<file path="src/rtl/framebuffer_writer.sv">
// framebuffer_writer: decimates a raster camera pixel stream 2:1 in both axes onto a framebuffer write port
// Ports: cam_clk_25/reset (async, active-high); enable arms capture at sof;
//   pix_valid/pix_data/pix_sof/pix_eol source stream (no backpressure);
//   wr_en/wr_addr/wr_data framebuffer write port (1-cycle latency);
//   busy (in CAPTURE), frame_done/frame_err one-cycle pulses, frame_count completed frames.
module framebuffer_writer #(
  parameter int SRC_WIDTH  = 640,
  parameter int SRC_HEIGHT = 480,
  parameter int FB_WIDTH   = 320,
  parameter int FB_HEIGHT  = 240,
  parameter int ADDR_WIDTH = 17
) (
  input  logic                  cam_clk_25,
  input  logic                  reset,
  input  logic                  enable,
  input  logic                  pix_valid,
  input  logic [1:0]            pix_data,
  input  logic                  pix_sof,
  input  logic                  pix_eol,
  output logic                  wr_en,
  output logic [ADDR_WIDTH-1:0] wr_addr,
  output logic [1:0]            wr_data,
  output logic                  busy,
  output logic                  frame_done,
  output logic                  frame_err,
  output logic [7:0]            frame_count
);
  typedef enum logic {WAIT_SOF, CAPTURE} state_t;
  state_t state, state_nxt;
  logic [9:0] x_cnt, cx, x_nxt;
  logic [8:0] y_cnt, cy, y_nxt;
  logic [ADDR_WIDTH-1:0] line_base, cb, base_nxt, addr;
  logic start, active, last_x, short_err, long_err, line_end, frame_end, err, done, write;
  // A sof pixel with enable set is processed as pixel (0,0) of a fresh frame,
  // whether it arrives while idle or as a restart in the middle of a frame.
  always_comb begin
    start     = pix_valid & pix_sof & enable;
    active    = pix_valid & (start | (state == CAPTURE & ~pix_sof));
    cx        = start ? '0 : x_cnt;
    cy        = start ? '0 : y_cnt;
    cb        = start ? '0 : line_base;
    last_x    = cx == 10'(SRC_WIDTH - 1);
    short_err = active & pix_eol & ~last_x;
    long_err  = active & ~pix_eol & last_x;
    line_end  = active & pix_eol & last_x;
    frame_end = line_end & (cy == 9'(SRC_HEIGHT - 1));
    err       = short_err | long_err | (pix_valid & pix_sof & state == CAPTURE);
    done      = frame_end & ~err;
    write     = active & ~long_err & ~cx[0] & ~cy[0];
    addr      = cb + ADDR_WIDTH'(cx[9:1]);
    state_nxt = ~pix_valid ? state :
                (active & ~short_err & ~long_err & ~frame_end) ? CAPTURE : WAIT_SOF;
    x_nxt     = state_nxt == CAPTURE ? (line_end ? '0 : cx + 10'd1) : '0;
    y_nxt     = state_nxt == CAPTURE ? (line_end ? cy + 9'd1 : cy) : '0;
    // row base advances only after odd source lines, which close a framebuffer row
    base_nxt  = state_nxt == CAPTURE ? (line_end & cy[0] ? cb + ADDR_WIDTH'(FB_WIDTH) : cb) : '0;
  end
  always_ff @(posedge cam_clk_25 or posedge reset)
    if (reset) state <= WAIT_SOF;
    else state <= state_nxt;
  always_ff @(posedge cam_clk_25 or posedge reset)
    if (reset) begin
      x_cnt       <= '0;
      y_cnt       <= '0;
      line_base   <= '0;
      wr_en       <= 1'b0;
      wr_addr     <= '0;
      wr_data     <= '0;
      busy        <= 1'b0;
      frame_done  <= 1'b0;
      frame_err   <= 1'b0;
      frame_count <= '0;
    end else begin
      if (pix_valid) begin
        x_cnt     <= x_nxt;
        y_cnt     <= y_nxt;
        line_base <= base_nxt;
      end
      wr_en <= write;
      if (write) begin
        wr_addr <= addr;
        wr_data <= pix_data;
      end
      busy        <= state_nxt == CAPTURE;
      frame_done  <= done;
      frame_err   <= err;
      frame_count <= frame_count + 8'(done);
    end
endmodule

</file>
<file path="config.mk">
export PLATFORM = sky130hd
export DESIGN_NAME = framebuffer_writer
export DESIGN_NICKNAME = d
export VERILOG_FILES = /design/src/rtl/framebuffer_writer.sv
export SDC_FILE = /design/constraint.sdc
export NUM_CORES = 1
export LEC_CHECK = 0
export CAP_MARGIN = 10
export CORE_MARGIN = 10
export CORE_UTILIZATION = 25
export CTS_CLUSTER_DIAMETER = 60
export DETAILED_ROUTE_END_ITERATION = 6
export PLACE_DENSITY = 0.46
export SLEW_MARGIN = 20
export SYNTH_ARGS = -nofsm -noshare
export SYNTH_HDL_FRONTEND = slang
export SYNTH_SLANG_ARGS = --single-unit
</file>
<file path="constraint.sdc">
create_clock -name cam_clk_25 -period 3.8 [get_ports cam_clk_25]
set_input_delay 0.95 -clock cam_clk_25 [delete_from_list [all_inputs] [get_ports cam_clk_25]]
set_output_delay 0.95 -clock cam_clk_25 [all_outputs]
set_load 0.02 [all_outputs]
</file>
After elaboration in Yosys (flattened, before gate mapping)

Index checks and enable logic that the tools add are counted.

Add/subtract/negate cells: 5
Multiply operators: 0
Divide/modulo/power cells: 0
$lt $le $gt $ge: 0
Equality and inequality tests: 2
Shift operators: 0
Muxes and demuxes: 11
Bitwise operators: 31
Reduce and logical (&&, ||, !) cells: 0

Operators by type and width:

| kind                    | number |
|---|---|
| $mux W17                | 3 |
| $mux W10                | 3 |
| $mux W9                 | 3 |
| $and A1 B1 Y1           | 19 |
| $add A17 B9 Y17         | 1 |
| $add A17 B9 Y17 const B | 1 |
| $add A10 B1 Y10 const B | 1 |
| $eq A10 B10 Y1 const B  | 1 |
| $add A9 B1 Y9 const B   | 1 |
| $eq A9 B9 Y1 const B    | 1 |
| $not A1 Y1              | 9 |
| $add A8 B1 Y8           | 1 |
| $or A1 B1 Y1            | 3 |
| $mux W1                 | 2 |

Register bits: 67
Latch bits: 0
Bits in writable memories: 0
Bits in read-only memories: 0
Input port bits: 8
Output and inout port bits: 31
Logic and storage cells: 59
Memories: 0

Logic depth before layout (Yosys ltp)

Depth in word-level cells: 13
Gate-level depth with buffers: 14

Worst setup path after synthesis

No wires, ideal clock.

Path kind: in2reg
From: in pix_valid
To: reg wr_addr[11]
Library setup time: 0.136 ns
Data arrival time: 3.374 ns
Required time: 3.664 ns
Slack: 0.290 ns
Cell stages on the path: 12
Cells stage by stage: buf_2 > nand3_1 > clkbuf_1 > clkbuf_1 > and2_1 > ha_1 > and4_1 > a221oi_1 > a211oi_1 > o21ai_0 > xnor2_1 > o21ai_0

Cells in the longest elaborated chain, start to end: 10

Ends and longest elaborated chain:

| element                                                  | RTL line | RTL |
|---|---|---|
| start: declaration                                       | 16       | `input logic pix_valid,` |
| branches (longest 10 deep; another with $add A17 B9 Y17) | -        |  |
| end signal: assignment                                   | 81       | `wr_addr <= addr;` |
| end: declaration                                         | 21       | `output logic [ADDR_WIDTH-1:0] wr_addr,` |

Several ways; the timed one is not identified.
A chain may end at the register's enable or synchronous reset.

Worst setup path in the final report

From: in pix_sof
To: reg wr_addr[16]

Cells in the longest elaborated chain, start to end: 10

Ends and longest elaborated chain:

| element                                                  | RTL line | RTL |
|---|---|---|
| start: declaration                                       | 18       | `input logic pix_sof,` |
| branches (longest 10 deep; another with $add A17 B9 Y17) | -        |  |

Several ways; the timed one is not identified.

==> run metrics <==
Synth cell types=60; CTS Hold Bufs=0; clk_lat worst skew=around 0.33 ns; CTS resizes=0; Worst Clk Skew=about 0.0056 ns; hold crit path type=reg -> reg; main combinational cell family by area after synthesis=simple AND/OR/NAND/NOR gates; Startpoint Class=input port; status=complete, no violations; worst-path fanout max=5; Slew Limit Fails=0; Congestion Overflow GR=0; Synth top area share=44.68%; H-tree levels=3; CTS Buffer Depth=2; initial core utilization=approximately a quarter; Syn Area/Cell=9.476 um2; CP arrival=around 3.7 ns; P_leak=2.090 nW; DRT Pass-1 Iters=4; Yosys warnings=0; Max Freq=0.2857 GHz; Die X=142.5 um; critical path class=in -> reg; Clock Pin Slew Worst Setup and Hold Paths=roughly 0.050 ns; post-route setup slack=0.2992 ns; Mapped Cells=a little under 400; initial antenna violation count=0; Synth Area in XOR/XNOR=5.835%; post-synthesis mux area share=1.200%; Final setup viols=0; first-pass GRT wire length=roughly 17000 um; DR iter-0 viols=150; Cell Pwr Density=~350 mW/mm2; Post-CTS Setup Bufs=0; core area=0.01464 mm2; period utilization=92.13%; RSZ-0062 raised after global routing=false; number of synthesized flops with an enable pin=0; pin count of the biggest net entering global routing=38; Clock Sinks=67; total CTS buffers=9; Die H=142.5 um; via count=between 3000 and 4000; # IOs=39; Synth Register Bits=67; # diodes=0; Routed Antenna Nets=0; Via density=4.832; Synth area leaders=dfrtp_1, o21ai_0, nand2_1; DIE AREA=0.02031 mm2; root buf cell=clkbuf_16; number of global-route vias before repair=3258; CP endpoint kind=flop; adder-cell area share of the yosys netlist=around 4.9%; slew margin rel.=between 30% and 40%; ys async rst share=100.0%; Worst EP required=4.02 ns; top_reg_cell synth=dfrtp_1; max-cap viol count=0; TNS Setup=0 ns; Post-Syn Nets=~420; Routed WL=10010 um; share of cells above drive strength 1=11.85%; Hold Vio Cnt, Final=0; CTS tree=yes; # DRC=0; slew at the pin closest to its max-slew limit=between 0.9 and 1 ns; nets=481; DR WL/cell=15.44 um; Final Util=32.95%; Port Buffer Count=38; part of the Yosys area used for sequential elements=44.68%; DP Worst Slack=-0.07294 ns; # rows=44; Syn-to-layout area delta=28.61%; Syn Std Cell Area=0.003752 mm2; global placement routability congestion=between 0.7 and 0.8; GRT Total Usage=roughly 10%; post-synthesis simple-gate area fraction=22.24%; VDD IR-drop max=0.1853 mV; area leader, netlist=dfrtp_1; shortest period the worst path allows=3.501 ns; HPWL after DPL=7319 um; Filler Cell Count=1504; Synth Area in Compound Gates=17.71%
## cells in the mapped netlist, types with 4 or more instances
library cell  number
clkbuf_1          11
xnor2_1           16
nand4_1            6
a21oi_1           16
xor2_1             9
buf_2              4
or3_1              5
nor2_1            20
and3_1             5
o31ai_1            5
nand3_1           11
dfrtp_1           67
and2_1            22
and4_1             5
nand2_1           48
nor3_1            10
inv_1             13
o21ai_0           41
a22o_1             7
ha_1              13
a21o_1             4
o21a_1             4
## layer usage
layer / wire, um / GRT usage [%]
met1: 4809 / 13.49
met2: 4588 / 15.99
met3: 464 / 2.336
met4: 145 / 4.506
met5: 0 / 0
## power breakdown
| group | switching, W | leakage, nW | internal, W |
|---|---|---|---|
| clock | 0.000305 | 0.150 | 0.000563 |
| sequential | 0.00000643 | 0.931 | 0.000721 |
| combinational | 0.0000623 | 1.01 | 0.0000349 |
## final cells by class
cell class              count  area (um2)  area share [%]
flip-flops and latches     67        1677           34.74
inverters                  14       52.55           1.089
repair buffers             69       613.1           12.70
clock buffers              15       277.8           5.756
clock inverters             1       30.03          0.6222
well taps                 184       230.2           4.771
multi-input cells         298        1946           40.32
## cells in the final DEF, fill, tap and decap left out, types with 3 or more instances in the layout
master / count
a211oi_1: 3
a21boi_0: 3
a21o_1: 4
a21oi_1: 16
a22o_1: 7
and2_1: 22
and3_1: 5
and4_1: 5
buf_4: 31
clkbuf_1: 3
clkbuf_16: 9
clkbuf_8: 3
clkdlybuf4s50_1: 38
dfrtp_1: 67
ha_1: 13
inv_1: 12
nand2_1: 48
nand2b_1: 3
nand3_1: 11
nand4_1: 6
nor2_1: 20
nor3_1: 10
o21a_1: 4
o21ai_0: 41
o31ai_1: 5
or3_1: 5
xnor2_1: 16
xor2_1: 9
## worst max-delay path, cell delays in order
cell	delay [ns]
clkdlybuf4s50_1	0.49
and3_1	0.30
nor2_1	0.22
inv_1	0.09
fa_1	0.45
nor2b_1	0.16
o31a_1	0.18
o21ai_0	0.20
a211oi_1	0.37
xor2_1	0.11
a22o_1	0.20
## stage by stage
stage	total power, W	instance area (um2)	std cells	hold slack [ns]
floorplan	0.0007893	3752	396	0.4441
global placement	0.0008393	4518	632	0.4612
detailed placement	0.0008398	4518	632	0.4632
CTS	0.001723	4826	648	0.4716
global route	0.001763	4826	648	0.4904
finish	0.001692	4826	648	0.4688
## state kept, by name, indices dropped and copies added, names as in the netlist
signal	cells
busy	1
frame_count	8
frame_done	1
frame_err	1
line_base	17
wr_addr	17
wr_data	2
wr_en	1
x_cnt	10
y_cnt	9
## worst paths after layout
kind | from | cells past startpoint | endpoint | slack (ns)
setup / recovery | pix_sof | 11 | wr_addr[16] | 0.30
hold / removal | y_cnt[8] | 1 | y_cnt[8] | 0.47
setup reg to reg | busy | 10 | line_base[13] | 1.16
hold reg to reg | y_cnt[8] | 1 | y_cnt[8] | 0.47
max in group asynchronous | reset | 3 | line_base[14] | 2.18
min in group asynchronous | reset | 2 | wr_addr[16] | 0.93
## kinds of logic after synthesis
logic type,count (synthesis)
AND/OR/NAND/NOR,151
adder cells (fa/ha/maj),14
XOR/XNOR,25
AO/OA/AOI/OAI,104
flip-flops,67
buffers and inverters,31
multiplexers,4
Note: power is estimated with default switching activity, not from simulation.
